File: src/rtl/tile_renderer.sv
// Pixel colour stage: looks each visible pixel up in a 20x15 map of 32x32 tiles,
// overlays the player sprite and delays the syncs to match the 3-cycle pixel path.
module tile_renderer #(
  parameter int unsigned TILES_X  = 20,
  parameter int unsigned TILES_Y  = 15,
  parameter int unsigned PIPE_LAT = 3
) (
  input  logic        pix_clk,
  input  logic        reset,
  input  logic        display_on,
  input  logic        hsync_in,
  input  logic        vsync_in,
  input  logic [9:0]  x_pos,
  input  logic [9:0]  y_pos,
  input  logic        map_we,
  input  logic [8:0]  map_waddr,
  input  logic [2:0]  map_wdata,
  input  logic [4:0]  player_tx,
  input  logic [3:0]  player_ty,
  output logic [11:0] rgb,
  output logic        hsync_out,
  output logic        vsync_out,
  output logic        frame_tick
);

  localparam int unsigned MapDepth = TILES_X * TILES_Y;
  localparam logic [9:0]  XLimit   = 10'(TILES_X * 32);
  localparam logic [9:0]  YLimit   = 10'(TILES_Y * 32);

  logic [2:0] r_map [MapDepth];

  // S1 / S2 pipeline registers
  logic [4:0] r1_px, r1_py, r2_px, r2_py;
  logic [8:0] r1_idx;
  logic       r1_de, r1_ov, r2_de, r2_ov;
  logic [2:0] r2_code;

  logic [PIPE_LAT-1:0] r_hs_dly, r_vs_dly;
  logic                r_vs_prev;
  logic [4:0]          r_sh_tx;
  logic [3:0]          r_sh_ty;

  logic [4:0]  w_tx, w_ty;
  logic [8:0]  w_idx;
  logic        w_in_range, w_ov;
  logic [11:0] w_colour;

  assign w_tx       = x_pos[9:5];
  assign w_ty       = y_pos[9:5];
  assign w_in_range = (x_pos < XLimit) && (y_pos < YLimit);
  // ty*20 + tx without a multiplier
  assign w_idx      = w_in_range ?
                      (({4'b0, w_ty} << 4) + ({4'b0, w_ty} << 2) + {4'b0, w_tx}) : 9'd0;
  assign w_ov       = (w_tx == r_sh_tx) && (w_ty == {1'b0, r_sh_ty}) &&
                      (x_pos[4:0] >= 5'd8) && (x_pos[4:0] <= 5'd23) &&
                      (y_pos[4:0] >= 5'd8) && (y_pos[4:0] <= 5'd23);

  // Map RAM is not reset; the read returns the pre-write code on a collision
  always_ff @(posedge pix_clk) begin
    if (map_we && (map_waddr < 9'(MapDepth))) begin
      r_map[map_waddr] <= map_wdata;
    end
    r2_code <= r_map[r1_idx];
  end

  logic signed [5:0]  w_dx, w_dy;
  logic signed [11:0] w_dx_sq, w_dy_sq;
  logic [10:0]        w_dist;
  logic               w_wall_edge, w_brick_line, w_pow_core;

  assign w_dx         = $signed({1'b0, r2_px}) - 6'sd16;
  assign w_dy         = $signed({1'b0, r2_py}) - 6'sd16;
  assign w_dx_sq      = 12'(w_dx) * 12'(w_dx);
  assign w_dy_sq      = 12'(w_dy) * 12'(w_dy);
  assign w_dist       = 11'(w_dx_sq) + 11'(w_dy_sq);
  assign w_wall_edge  = (r2_px == 5'd0) || (r2_px == 5'd31) || (r2_py == 5'd0) || (r2_py == 5'd31);
  assign w_brick_line = (r2_py[2:0] == 3'd0) || (r2_px[3:0] == (r2_py[3] ? 4'd8 : 4'd0));
  assign w_pow_core   = (r2_px >= 5'd12) && (r2_px <= 5'd19) &&
                        (r2_py >= 5'd12) && (r2_py <= 5'd19);

  always_comb begin
    w_colour = 12'h000;
    if (r2_de) begin
      if (r2_ov) begin
        w_colour = 12'hFF0;
      end else begin
        case (r2_code)
          3'd0:    w_colour = 12'h2A2;
          3'd1:    w_colour = w_wall_edge ? 12'h444 : 12'h888;
          3'd2:    w_colour = w_brick_line ? 12'hCCC : 12'hA52;
          3'd3:    w_colour = (w_dist < 11'd100) ? 12'h000 : 12'h2A2;
          3'd4:    w_colour = 12'hF80;
          3'd5:    w_colour = w_pow_core ? 12'hFFF : 12'h00F;
          default: w_colour = 12'hF0F;
        endcase
      end
    end
  end

  always_ff @(posedge pix_clk or posedge reset) begin
    if (reset) begin
      r1_px      <= '0;
      r1_py      <= '0;
      r1_idx     <= '0;
      r1_de      <= 1'b0;
      r1_ov      <= 1'b0;
      r2_px      <= '0;
      r2_py      <= '0;
      r2_de      <= 1'b0;
      r2_ov      <= 1'b0;
      rgb        <= '0;
      r_hs_dly   <= '1;
      r_vs_dly   <= '1;
      r_vs_prev  <= 1'b1;
      frame_tick <= 1'b0;
      r_sh_tx    <= '0;
      r_sh_ty    <= '0;
    end else begin
      r1_px      <= x_pos[4:0];
      r1_py      <= y_pos[4:0];
      r1_idx     <= w_idx;
      r1_de      <= display_on;
      r1_ov      <= w_ov;
      r2_px      <= r1_px;
      r2_py      <= r1_py;
      r2_de      <= r1_de;
      r2_ov      <= r1_ov;
      rgb        <= w_colour;
      r_hs_dly   <= {r_hs_dly[PIPE_LAT-2:0], hsync_in};
      r_vs_dly   <= {r_vs_dly[PIPE_LAT-2:0], vsync_in};
      r_vs_prev  <= vsync_in;
      frame_tick <= r_vs_prev & ~vsync_in;
      // Player position only moves at frame boundaries
      if (frame_tick) begin
        r_sh_tx <= player_tx;
        r_sh_ty <= player_ty;
      end
    end
  end

  assign hsync_out = r_hs_dly[PIPE_LAT-1];
  assign vsync_out = r_vs_dly[PIPE_LAT-1];

endmodule

File: config.mk
export PLATFORM = sky130hd
export DESIGN_NAME = tile_renderer
export DESIGN_NICKNAME = d
export VERILOG_FILES = /design/src/rtl/tile_renderer.sv
export SDC_FILE = /design/constraint.sdc
export NUM_CORES = 1
export LEC_CHECK = 0
export BUFFER_PORTS_ARGS = -buffer_cell sky130_fd_sc_hd__buf_2
export CORE_MARGIN = 3
export CORE_UTILIZATION = 50
export DETAILED_ROUTE_END_ITERATION = 10
export GPL_TIMING_DRIVEN = 0
export PLACE_DENSITY = 0.66
export REMOVE_ABC_BUFFERS = 1
export SLEW_MARGIN = 30
export SYNTH_ARGS = -nofsm -noshare
export SYNTH_HDL_FRONTEND = slang
export SYNTH_SLANG_ARGS = --single-unit
File: constraint.sdc
create_clock -name pix_clk -period 7.35 [get_ports pix_clk]
set_clock_uncertainty 0.15 [all_clocks]
set_input_delay 0.735 -clock pix_clk [delete_from_list [all_inputs] [get_ports pix_clk]]
set_output_delay 0.735 -clock pix_clk [all_outputs]
set_load 0.005 [all_outputs]
* Word level (Yosys, flattened, before mapping) *
Memories as Yosys holds them, arrays and structs flattened. A register that Yosys moved wholly into a read port is not among the register bits.
Cells that the tools add are included.
W data, S select, Z words.

word-level totals
  flip-flop bits (word level) = 62
  logic and storage cells = 77
  memories kept = 1
  output and inout port bits = 15
  input bits = 47
  RAM bits = 900

operators by class
  eq/ne operators = 10
  multiplexer cells = 11
  add/sub/neg operators = 5
  bitwise logic cells = 2
  $mul = 2
  order comparisons = 12
  reductions and logical operators = 18

memory list
  name   words  width  rd ports  clocked after Yosys merged registers in  wr ports  RTL line  text
  r_map  300    3      1         1                                        1         30        logic [2:0] r_map [MapDepth];

operators by type and width
  kind                    number
  $pmux W12 S6            1
  $mux W12                4
  $mul A6 B6 Y11          2
  $ge A5 B4 Y1 const B    4
  $le A5 B5 Y1 const B    4
  $sub A5 B5 Y6 const B   2
  $add A11 B11 Y11        1
  $lt A11 B7 Y1 const B   1
  $mux W11                1
  $eq A5 B5 Y1 const B    2
  $logic_and A1 B1 Y1     10
  $logic_not A5 Y1        2
  $lt A10 B10 Y1 const B  1
  $lt A10 B9 Y1 const B   1
  $mux W10                1
  $add A9 B5 Y9           1
  $add A9 B7 Y9           1
  $lt A9 B9 Y1 const B    1
  $mux W9                 1
  $eq A3 B2 Y1 const B    2
  $eq A3 B3 Y1 const B    2
  $logic_not A3 Y1        2
  $eq A5 B4 Y1            1
  $eq A5 B5 Y1            1
  7 further kinds         11

* Depth between registers and ports, before layout *
  word-level depth = 8
  mapped depth = 22
  mapped depth without buffers = 21

* Worst setup path before layout *
OpenSTA, ideal clock, no wires.

  kind = register to register
  from = reg r2_px[4]
  to = reg rgb[5]
  required time = 7,059 ps
  cell stages (with the launch flop) = 21
  setup slack = 1,951 ps
  path buffers = 1
  data arrival time = 5,109 ps
  setup time = 141 ps
  path through = dfrtp_1 clkbuf_1 inv_1 nand2_1 inv_1 fa_1 fa_1 fa_1 inv_1 fa_1 inv_1 fa_1 fa_1 ha_1 a21o_1 a21oi_1 o21bai_1 a21oi_1 xnor2_1 o211ai_1 a21boi_0

between the ends
  cells in the longest elaborated chain, start to end = 8
  elaborated cells between the ends (all ways) = 14
  those cells by class = add/sub: 2; mul: 1; order compare: 3; mux: 5; reduce/logical: 3

RTL lines
  item                                                     RTL line  text
  start, declared                                          33        logic [4:0] r1_px, r1_py, r2_px, r2_py;
  start signal, assigned                                   124       r2_px <= r1_px;
  $sub A5 B5 Y6 (tied with other cells)                    71        assign w_dx = $signed({1'b0, r2_px}) - 6'sd16;
  $mul A6 B6 Y11 or $logic_and A1 B1 Y1 (tied branches)    73, 78
  $add A11 B11 Y11 or $logic_and A1 B1 Y1 (tied branches)  75, 78
  $lt A11 B7 Y1 or $logic_and A1 B1 Y1 (tied branches)     91, 79
  $mux W10 or $mux W12 (tied branches)                     91, 93
  $pmux W12 S6 (*)                                         87        case (r2_code)
  $mux W12 (*)                                             84        if (r2_ov) begin
  $mux W12 (*)                                             83        if (r2_de) begin
  named net w_colour[5]                                    46        logic [11:0] w_colour;
  end signal, assigned                                     128       rgb <= w_colour;
  end, declared                                            20        output logic [11:0] rgb,

Mark *: on every way through the listed nets, which the timed path passes. The rest lies on a longest branch.
A chain may end at the register's enable or synchronous reset.

* Final worst setup path *
Ends and elaborated chain as after synthesis.

==> flow_metrics.env <==
export IMPL_seqPwrFrac=0.484
export IMPL_numCtsBuffers=99
export IMPL_synthCells=2344
export IMPL_max_slew_margin=0.3514
export IMPL_status="finished clean"
export IMPL_path_cells="inv_1 > nand2_1 > inv_1 > fa_1 > fa_1 > fa_1 > inv_1 > fa_1 > inv_1 > fa_1 > fa_1 > ha_1 > a21o_1 > a21oi_1 > o21bai_1 > a21oi_1 > xnor2_1 > o211ai_1 > a21boi_0"
export IMPL_cts_tree="yes"
export IMPL_vias=21580
export IMPL_max_stage_delay_ns=0.55
export IMPL_start_util=0.5088
export IMPL_p_clk_frac=0.400
export IMPL_seq_area_frac_synth=0.7075
export IMPL_die_height_um=290.4
export IMPL_synth_area_leaders="edfxtp_1 67%, mux4_2 10%, dfrtp_1 3.4%"
export IMPL_pre_cts_ws_ns=1.495
export IMPL_rows=103
export IMPL_worstSetupStartpoint="r2_px[4]$_DFF_PP0_"
export IMPL_power_switching_uw=3040
export IMPL_yosys_warnings=0
export IMPL_wl_um=94380
export IMPL_clk_latency_ns=0.68
export IMPL_switching_share=0.2394
export IMPL_hold_class="primary input to flip-flop"
export IMPL_power_leakage_uw=0.01466
export IMPL_drc_errors=0
export IMPL_area_delta_synth_final_pct=13.68
export IMPL_cp_top_family="adder cells"
export IMPL_internal_power_uw=9656
export IMPL_antenna_found_initial=4
export IMPL_synthesis_area_um2=40460
export IMPL_cts_root_buf="clkbuf_16"
export IMPL_core_area_um2=79520
export IMPL_timing_hold_ws_ns=0.04038
export IMPL_crit_arrival_ns=6.18
export IMPL_fmax_ghz=0.1721
export IMPL_drive_above_1_share=0.1994
export IMPL_fin_crit_ns=5.810
export IMPL_synth_async_reset_ratio=0.06328
export IMPL_crit_top_cell="fa_1"
export IMPL_p_per_area_nw_per_um2=276.1
export IMPL_path_class="flip-flop to flip-flop"
export IMPL_clkTransAtPathRegs_ns=0.06
export IMPL_maxSlewViolCount=0
export IMPL_die_area_um2=84360
export IMPL_synth_cell_types=68
export IMPL_postRouteAntennaNets=0
export IMPL_final_cell_area_um2=45990
export IMPL_hold_start="vsync_in"
export IMPL_grt_max_degree=121
export IMPL_path_buf_inv=4
export IMPL_syn_avg_cell_area_um2=17.26
export IMPL_cts_htree_levels=3
export IMPL_ir_drop_v=0.0001947
export IMPL_dp_cells=3356
export IMPL_cts_repair_resized=0
export IMPL_synth_edff_count=900
export IMPL_r2r_start="r2_px[4]$_DFF_PP0_"
export IMPL_layout_setup_ws_ns=1.540
export IMPL_routedWlPerCell_um=26.54
export IMPL_final_core_util=0.5784
export IMPL_hold_viol_final=0
export IMPL_first_iter_violations=2361
export IMPL_worst_pin_slew_ns=0.9483
export IMPL_crit_slowest_cell="dfrtp_1"
export IMPL_viasPerCell=6.068
export IMPL_portBuffers=61
export IMPL_cts_path_max_buffers=3
export IMPL_synth_top_area_frac=0.6680
export IMPL_finalNetCount=2543
export IMPL_rsz0062_at_grt="no"
export IMPL_grt_pass1_vias=22300
export IMPL_synth_area_leader_cell="edfxtp_1"
export IMPL_dr_pass1_iters=6
export IMPL_maxCapViolCount=0
export IMPL_grt_overflow=0
export IMPL_post_dp_cell_area_um2=42520
export IMPL_end_kind="flip-flop"
export IMPL_p_comb_frac=0.116
export IMPL_crit_path_max_fanout=11
export IMPL_startpoint_type="flip-flop"
export IMPL_cts_num_sinks=964
export IMPL_cp_required_ns=7.72
export IMPL_setup_violations=0
export IMPL_dp_hpwl_um=60570
export IMPL_grt_pass1_wl_um=142700
export IMPL_synth_ff_type="edfxtp_1"
export IMPL_grt_usage=0.2248
export IMPL_synth_seq_cells=964
export IMPL_fin_crit_sh=0.7905
export IMPL_ios=62
export IMPL_fin_cells=3556
export IMPL_die_w_um=290.4
export IMPL_globalplace_congestion=0.8084
[power groups by stage]
stage	Clock [uW]	Sequential, uW	Combinational (uW)
6_report	5080	6150	1470
5_1_grt	5400	6150	1640
3_3_place_gp	0	6360	1430
3_5_place_dp	0	6260	1470
2_1_floorplan	0	6270	981
4_1_cts	5160	6140	1480
[metrics by stage]
stage	TNS [ns]	power, uW
2_1_floorplan	-6.903	7249
3_3_place_gp	-22.02	7789
3_5_place_dp	0	7729
4_1_cts	0	12790
5_1_grt	0	13190
6_report	0	12700
[registers in the layout, summed over array words and instances, names as in the netlist, 3 cells and up]
register,flops
rgb,12
r2_px,5
r1_idx,9
r_hs_dly,3
r_vs_dly,3
r_sh_tx,5
r1_py,5
r_sh_ty,4
r1_px,5
r2_code,3
r_map,900
r2_py,5
[logic make-up after synthesis]
family	Yosys count	synth area share
flip-flops	964	0.7075
AND/OR/NAND/NOR	546	0.05957
multiplexers	303	0.1331
AO/OA/AOI/OAI	220	0.03817
buffers and inverters	202	0.02276
adder cells (fa/ha/maj)	80	0.03272
XOR/XNOR	29	0.006279
[cells in the mapped netlist, drive strengths merged (5+ instances only)]
cell	count
edfxtp	900
nor2	344
mux4	186
mux2i	99
clkbuf	85
inv	61
nand2	60
buf	56
dfrtp	55
fa	43
o21ai	40
ha	37
nor2b	31
a21oi	28
a211oi	26
a221oi	22
and2	21
xnor2	20
mux2	18
nand3	18
a22oi	15
o22ai	14
nand2b	13
nor3	13
o211ai	13
xor2	9
nand4	8
a2111oi	7
a21boi	7
nand3b	7
nor3b	7
o311ai	7
a21o	6
dfstp	6
or2	6
o22a	5
or3	5
[placed cells by master, fill, tap and decap left out, drive strengths merged, types with 11 or more instances in the layout]
master	Yosys	final
a211oi	26	26
a21oi	28	28
a221oi	22	22
a22oi	15	15
and2	21	21
buf	56	103
bufinv	0	11
clkbuf	85	124
clkinv	0	46
dfrtp	55	55
edfxtp	900	900
fa	43	43
ha	37	37
inv	61	64
mux2	18	18
mux2i	99	99
mux4	186	186
nand2	60	60
nand2b	13	13
nand3	18	18
nor2	344	344
nor2b	31	31
nor3	13	13
o211ai	13	13
o21ai	40	40
o22ai	14	14
xnor2	20	20
[layout make-up]
| cell class | count | area [um^2] |
|---|---|---|
| sequential | 964 | 28640 |
| clock buffer | 124 | 2643 |
| antenna | 3 | 7.507 |
| tap | 1050 | 1314 |
| fill | 5798 | 33530 |
| multi-input combinational | 1178 | 10990 |
| timing repair buffer | 112 | 1436 |
| clock inverter | 64 | 723.2 |
| inverter | 61 | 231.5 |
[per-layer routing]
metal | vias up | part of all wire | wire length, um | global-route usage
li1 | 9285 | - | - | -
met1 | 11220 | 0.41 | 38450 | 0.3116
met2 | 907 | 0.48 | 45550 | 0.3614
met3 | 167 | 0.078 | 7371 | 0.04639
met4 | 4 | 0.032 | 2985 | 0.07303
met5 | - | 0.00026 | 25 | 0
[path summary, 6_finish.rpt]
kind                       slack, ns                      to  depth (start not counted)
max in group asynchronous       6.08   r_hs_dly[2]$_DFF_PP1_                          4
max reg2reg                     1.54        rgb[5]$_DFF_PP0_                         19
min reg2reg                     0.20      r2_py[2]$_DFF_PP0_                          0
min in group asynchronous       0.42  r_sh_tx[4]$_DFFE_PP0P_                          3
min                             0.04   r_vs_dly[0]$_DFF_PP1_                          1
max                             1.54        rgb[5]$_DFF_PP0_                         19
[what timing repair did]
| item | 4_1_cts | 5_1_grt |
|---|---|---|
| hold endpoints to repair | 22 | 0 |
| endpoints found under the setup margin | 0 | 0 |
| hold buffers | 9 | 0 |
| setup buffers | 0 | 0 |
Note: power is estimated with default switching activity, not from simulation.
